==> config.mk <==
export PLATFORM = sky130hd
export DESIGN_NAME = game_state_uart_tx
export DESIGN_NICKNAME = d
export VERILOG_FILES = /design/src/rtl/game_state_uart_tx_pkg.sv /design/src/rtl/uart_tx_byte.sv /design/src/rtl/game_state_uart_tx.sv
export SDC_FILE = /design/constraint.sdc
export NUM_CORES = 1
export LEC_CHECK = 0
export CORE_ASPECT_RATIO = 1.1
export CORE_MARGIN = 2
export CORE_UTILIZATION = 56
export DETAILED_ROUTE_END_ITERATION = 6
export PLACE_DENSITY = 0.87
export SYNTH_ARGS = -nofsm -noshare
export SYNTH_HDL_FRONTEND = slang
export SYNTH_SLANG_ARGS = --single-unit
==> constraint.sdc <==
create_clock -name clk -period 2.85 [get_ports clk]
set_clock_uncertainty 0.1 [all_clocks]
set_input_delay 0.4275 -clock clk [delete_from_list [all_inputs] [get_ports clk]]
set_output_delay 0.4275 -clock clk [all_outputs]
set_load 0.03 [all_outputs]
==> src/rtl/game_state_uart_tx_pkg.sv <==
// Shared constants, packet FSM encoding and packet builder for the game-state UART link.
package game_state_uart_tx_pkg;

  localparam logic [7:0]  PKT_SYNC  = 8'hA5;
  localparam int unsigned PKT_BYTES = 8;

  typedef enum logic [1:0] {
    S_IDLE = 2'd0,
    S_SEND = 2'd1,
    S_WAIT = 2'd2,
    S_DONE = 2'd3
  } pkt_state_e;

  // Byte 0 sits in bits [7:0]; byte 7 (xor of bytes 1..6) in bits [63:56].
  function automatic logic [63:0] build_packet(
    input logic [1:0]  game_state,
    input logic [10:0] x_ball,
    input logic [9:0]  y_ball,
    input logic [9:0]  y_player_1,
    input logic [3:0]  player1_score,
    input logic [3:0]  player2_score
  );
    logic [7:0] b1, b2, b3, b4, b5, b6, b7;
    b1 = {3'b000, game_state, x_ball[10:8]};
    b2 = x_ball[7:0];
    b3 = {4'b0000, y_ball[9:8], y_player_1[9:8]};
    b4 = y_ball[7:0];
    b5 = y_player_1[7:0];
    b6 = {player1_score, player2_score};
    b7 = b1 ^ b2 ^ b3 ^ b4 ^ b5 ^ b6;
    return {b7, b6, b5, b4, b3, b2, b1, PKT_SYNC};
  endfunction

  function automatic logic [7:0] pkt_byte(input logic [63:0] pkt, input logic [2:0] idx);
    return pkt[{idx, 3'b000} +: 8];
  endfunction

endpackage

==> src/rtl/uart_tx_byte.sv <==
// 8N1 byte serialiser; accepts a new byte in the final cycle of the stop bit for gapless streams.
module uart_tx_byte #(
  parameter int unsigned CLK_HZ = 65_000_000,
  parameter int unsigned BAUD   = 115_200
) (
  input  logic       clk,
  input  logic       rst,
  input  logic       start,
  input  logic [7:0] data,
  output logic       tx,
  output logic       ready,
  output logic       done
);

  localparam int unsigned CLKS_PER_BIT = CLK_HZ / BAUD;
  localparam int unsigned CNT_W        = $clog2(CLKS_PER_BIT);
  localparam logic [CNT_W-1:0] CNT_LAST = CNT_W'(CLKS_PER_BIT - 1);

  logic             active_q, active_d;
  logic [CNT_W-1:0] cnt_q, cnt_d;
  logic [3:0]       bit_q, bit_d;
  logic [8:0]       shift_q, shift_d;
  logic             tx_q, tx_d;
  logic             bit_end;

  assign bit_end = (cnt_q == CNT_LAST);
  assign done    = active_q && bit_end && (bit_q == 4'd9);
  assign ready   = !active_q || done;
  assign tx      = tx_q;

  // bit_q: 0 = start, 1..8 = data LSB first, 9 = stop; shift_q holds the bits still to go out.
  always_comb begin
    active_d = active_q;
    cnt_d    = cnt_q;
    bit_d    = bit_q;
    shift_d  = shift_q;
    tx_d     = tx_q;
    if (start && ready) begin
      active_d = 1'b1;
      cnt_d    = '0;
      bit_d    = '0;
      shift_d  = {1'b1, data};
      tx_d     = 1'b0;
    end else if (active_q) begin
      if (bit_end) begin
        cnt_d = '0;
        if (bit_q == 4'd9) begin
          active_d = 1'b0;
          tx_d     = 1'b1;
        end else begin
          bit_d   = bit_q + 4'd1;
          tx_d    = shift_q[0];
          shift_d = {1'b1, shift_q[8:1]};
        end
      end else begin
        cnt_d = cnt_q + 1'b1;
      end
    end
  end

  always_ff @(posedge clk) begin
    if (rst) begin
      active_q <= 1'b0;
      cnt_q    <= '0;
      bit_q    <= '0;
      shift_q  <= '0;
      tx_q     <= 1'b1;
    end else begin
      active_q <= active_d;
      cnt_q    <= cnt_d;
      bit_q    <= bit_d;
      shift_q  <= shift_d;
      tx_q     <= tx_d;
    end
  end

endmodule

==> src/rtl/game_state_uart_tx.sv <==
// Snapshots the pong game state on each frame tick and streams it as an 8-byte UART packet.
module game_state_uart_tx
  import game_state_uart_tx_pkg::*;
#(
  parameter int unsigned CLK_HZ = 65_000_000,
  parameter int unsigned BAUD   = 115_200
) (
  input  logic        clk,
  input  logic        rst,
  input  logic        timing_tick,
  input  logic [10:0] x_ball,
  input  logic [9:0]  y_ball,
  input  logic [9:0]  y_player_1,
  input  logic [1:0]  state,
  input  logic [3:0]  player1_score,
  input  logic [3:0]  player2_score,
  output logic        tx,
  output logic        busy,
  output logic        pkt_done
);

  localparam logic [2:0] LAST_IDX = 3'(PKT_BYTES - 1);

  pkt_state_e  fsm_q, fsm_d;
  logic [2:0]  idx_q, idx_d;
  logic [63:0] pkt_q, pkt_d;
  logic        ser_start, ser_ready, ser_done;
  logic [7:0]  ser_data;

  assign busy     = (fsm_q == S_SEND) || (fsm_q == S_WAIT);
  assign pkt_done = (fsm_q == S_DONE);

  always_comb begin
    fsm_d     = fsm_q;
    idx_d     = idx_q;
    pkt_d     = pkt_q;
    ser_start = 1'b0;
    ser_data  = pkt_byte(pkt_q, idx_q);
    case (fsm_q)
      S_IDLE, S_DONE: begin
        fsm_d = S_IDLE;
        if (timing_tick) begin
          pkt_d = build_packet(state, x_ball, y_ball, y_player_1,
                               player1_score, player2_score);
          idx_d = '0;
          fsm_d = S_SEND;
        end
      end
      S_SEND: begin
        if (ser_ready) begin
          ser_start = 1'b1;
          fsm_d     = S_WAIT;
        end
      end
      S_WAIT: begin
        // Later bytes are handed over on the done cycle itself rather than via S_SEND,
        // so the next start bit directly follows the previous stop bit.
        if (ser_done) begin
          if (idx_q == LAST_IDX) begin
            fsm_d = S_DONE;
          end else begin
            idx_d     = idx_q + 3'd1;
            ser_start = 1'b1;
            ser_data  = pkt_byte(pkt_q, idx_d);
          end
        end
      end
      default: fsm_d = S_IDLE;
    endcase
  end

  always_ff @(posedge clk) begin
    if (rst) begin
      fsm_q <= S_IDLE;
      idx_q <= '0;
      pkt_q <= '0;
    end else begin
      fsm_q <= fsm_d;
      idx_q <= idx_d;
      pkt_q <= pkt_d;
    end
  end

  uart_tx_byte #(
    .CLK_HZ (CLK_HZ),
    .BAUD   (BAUD)
  ) u_ser (
    .clk   (clk),
    .rst   (rst),
    .start (ser_start),
    .data  (ser_data),
    .tx    (tx),
    .ready (ser_ready),
    .done  (ser_done)
  );

endmodule

==> results of run 1 <==
==> through the flow <==
stage	power (mW)	util, %	area [µm²]
6_report	3.34	67.6	5080
5_1_grt	3.55	67.6	5080
4_1_cts	3.36	67.6	5080
3_5_place_dp	2.58	65.2	4900
3_3_place_gp	2.52	65.2	4900
2_1_floorplan	2.26	-	4380
==> path summary, 6_finish.rpt <==
check,start,to
worst max-delay path,fsm_q[0],busy
worst min-delay path,pkt_q[10],pkt_q[10]
worst max register to register,u_ser.cnt_q[0],u_ser.shift_q[1]
worst min register to register,pkt_q[10],pkt_q[10]
==> metal layers <==
| layer | vias up | share of wire (%) |
|---|---|---|
| met5 | - | 0 |
| met4 | 0 | 2.1 |
| met2 | 99 | 53 |
| met3 | 16 | 4.3 |
| li1 | 1818 | - |
| met1 | 1751 | 40 |
==> power groups by stage <==
stage	clock network, mW	logic (mW)	registers (mW)
floorplan	0	0.819	1.44
global placement	0	1.05	1.47
detailed placement	0	1.10	1.48
CTS	0.791	1.11	1.46
global route	0.839	1.22	1.49
finish	0.780	1.10	1.46
==> area by class of cell <==
| type | instances | area [µm²] |
|---|---|---|
| flip-flops and latches | 80 | 1600 |
| fillers | 617 | 2440 |
| inverters | 7 | 26.3 |
| clock inverters | 7 | 53.8 |
| well taps | 105 | 131 |
| multi-input cells | 383 | 2600 |
| repair buffers | 56 | 543 |
| clock buffers | 9 | 124 |
==> state kept, by name, indices dropped and copies added, names as in the netlist <==
register        count
fsm_q               2
idx_q               3
pkt_q              50
u_ser.active_q      1
u_ser.bit_q         4
u_ser.cnt_q        10
u_ser.shift_q       9
u_ser.tx            1
==> worst max-delay path, cell delays in order, from the launching register on <==
cell             delay (ns)
dfxtp_1                0.37
inv_1                  0.07
ha_1                   0.36
inv_1                  0.14
clkdlybuf4s50_1        0.68
==> layout by cell type, fill, tap and decap left out, drive strengths merged, types with 3 or more instances in the layout <==
cell type      synthesis  routed
nand2                108     108
dfxtp                 80      80
a21oi                 62      62
clkdlybuf4s50          0      45
nor2                  44      44
xnor2                 37      37
mux2i                 30      30
mux4                  17      17
a211oi                17      17
buf                   12      11
inv                    7      10
clkbuf                23       9
ha                     8       8
nand4                  8       8
nand3b                 7       7
xor2                   6       6
o21ai                  6       6
nand3                  4       4
a22oi                  3       3
clkinvlp               0       3
==> cell families (layout without fill, tap and decap cells) <==
| logic type | Yosys count | after routing | share of synthesized area, % |
|---|---|---|---|
| simple gates | 188 | 188 | 19.3 |
| compound gates | 96 | 96 | 13.2 |
| fa+ha+maj | 8 | 8 | 2.28 |
| buf+inv | 42 | 79 | 4.20 |
| mux | 48 | 48 | 15.8 |
| xor+xnor | 43 | 43 | 8.60 |
| flops | 80 | 80 | 36.6 |
==> flow_summary_export.csv, run 1 <==
group,metric,value,unit
pwr,p_sw_share,37.2,%
clock_tree,postCtsHoldBufs,0,
global_routing,grt_max_degree,48,
synth,synth_seq_cells,80,
synth,syn_area_per_cell,8.68,µm²
global_routing,gr-total-overflow,0,
synth,ys_top_cells_by_count,"nand2_1, dfxtp_1, a21oi_1, nor2_1, xnor2_1",
clock_tree,cts_buffers,9,
global_routing,grt_pass1_wl,16400,µm
die,die_x,88.3,µm
critical_path,r2r_cells,7,
synth,yosys_warnings,0,
synth,yosys_most_used_dff,"dfxtp_1",
route,routed_wl,9480,µm
clock_tree,post-cts-setup-buffer-count,0,
sta,period_minus_slack,2.50,ns
clock_tree,clock_path_buffers,2,
critical_path,required,2.32,ns
status,status,"completed",
sta,finalSetupViolCount,0,
global_routing,antenna_found_initial,0,
flow_run,max_cap_viol_count,0,
placement,placedCellCount,631,
clock_tree,clk_latency,0.36,ns
synth,synth-edff-count,0,
synth,synthTopCellsByArea,"dfxtp_1, nand2_1, mux4_2",
critical_path,reg2reg_slack,0.44,ns
synth,syn-cell-area,4380,µm²
clock_tree,cts_resized,0,
synth,synth_top_area_cell,"dfxtp_1",
sta,rsz0062_at_grt,"false",
sta,hold_ws,0.372,ns
die,pin_count,47,
critical_path,crit_path_start_kind,"flip-flop",
placement,pre_cts_ws,0.501,ns
synth,synth_nets,557,
sta,maxSlewHeadroom,60.0,%
cells_and_area,final_cells,647,
die,start_util,58.3,%
global_routing,use_met2,41.0,%
die,row_count,33,
route,dr_total_vias,3684,
critical_path,critPathKind,"reg2out",
critical_path,cp_max_fo,6,
clock_tree,htreeDepth,3,
synth,yosys.area.top_type_share,36.6,%
pwr,p_clk_share,23.3,%
cells_and_area,drive_gt1_share,10.1,%
route,ant_nets,0,
global_routing,grt_pass1_vias,3672,
sta,tns,0,ns
route,wl_per_cell,14.7,µm
sta,setup_slack,0.349,ns
pwr,p_int,2.10,mW
global_routing,use_met1,28.7,%
route,dr.pass1.iters,6,
placement,gp_congestion,0.816,
pwr,power_frac_comb,32.9,%
clock_tree,root_buffer,"clkbuf_8",
pwr,power_frac_seq,43.8,%
sta,finalMaxSlewViolations,0,
synth,seq_area_frac_synth,36.6,%
critical_path,arrival,1.97,ns
sta,hold_viol,0,
pwr,pwr_density_cell,659,nW/µm²
min_path,hold_path.class,"reg2reg",
die,dieArea,8550,µm²
placement,dp.final_hpwl,6640,µm
route,via_per_inst,5.69,
min_path,holdPathStages,2,
pwr,p_leak,1.70,nW
critical_path,cp-end-kind,"primary output",
route,drtIter0Drc,204,
clock_tree,numClockSinks,80,
cells_and_area,area_growth,15.9,%
cells_and_area,nNetsFinal,589,
synth,ys_types,44,
synth,synth_cells,505,
sta,fin_crit_sh,87.8,%
clock_tree,clk_pin_slew_worst_paths,0.09,ns
cells_and_area,diodes,0,
global_routing,track_usage,23.8,%
synth,async_flop_share,0,%
die,die_y,96.8,µm
pwr,vdd_drop_max,359,µV
global_routing,gr-usage-met3,3.50,%
clock_tree,cts_tree,"built",
global_routing,top_usage_layer,"met2",
route,drc,0,
placement,portBuffers,46,
sta,fmax,400,MHz
die,core,7510,µm²
synth,yosysMostFrequentCell,"nand2_1",
pwr,p_switching,1.24,mW
sta,worstMarginPinSlew,0.600,ns
No activity file was read; power rests on OpenSTA's default activity.
==> run 2: changes to the inputs <==
--- a/config.mk
+++ b/config.mk
@@ -8,6 +8,7 @@
 export CORE_ASPECT_RATIO = 1.1
 export CORE_MARGIN = 2
 export CORE_UTILIZATION = 56
+export CTS_BUF_LIST = sky130_fd_sc_hd__clkbuf_8
 export DETAILED_ROUTE_END_ITERATION = 6
 export PLACE_DENSITY = 0.87
 export SYNTH_ARGS = -nofsm -noshare
==> results of run 2 <==
No change in the layout: final DEF, timing and power equal those of run 1.
==> run 3: changes to the inputs <==
--- a/config.mk
+++ b/config.mk
@@ -10,6 +10,8 @@
 export CORE_UTILIZATION = 56
 export CTS_BUF_LIST = sky130_fd_sc_hd__clkbuf_8
 export DETAILED_ROUTE_END_ITERATION = 6
+export GPL_ROUTABILITY_DRIVEN = 0
+export HOLD_SLACK_MARGIN = 0.12
 export PLACE_DENSITY = 0.87
 export SYNTH_ARGS = -nofsm -noshare
 export SYNTH_HDL_FRONTEND = slang
==> results of run 3 <==
No change in the layout: final DEF, timing and power equal those of run 1.
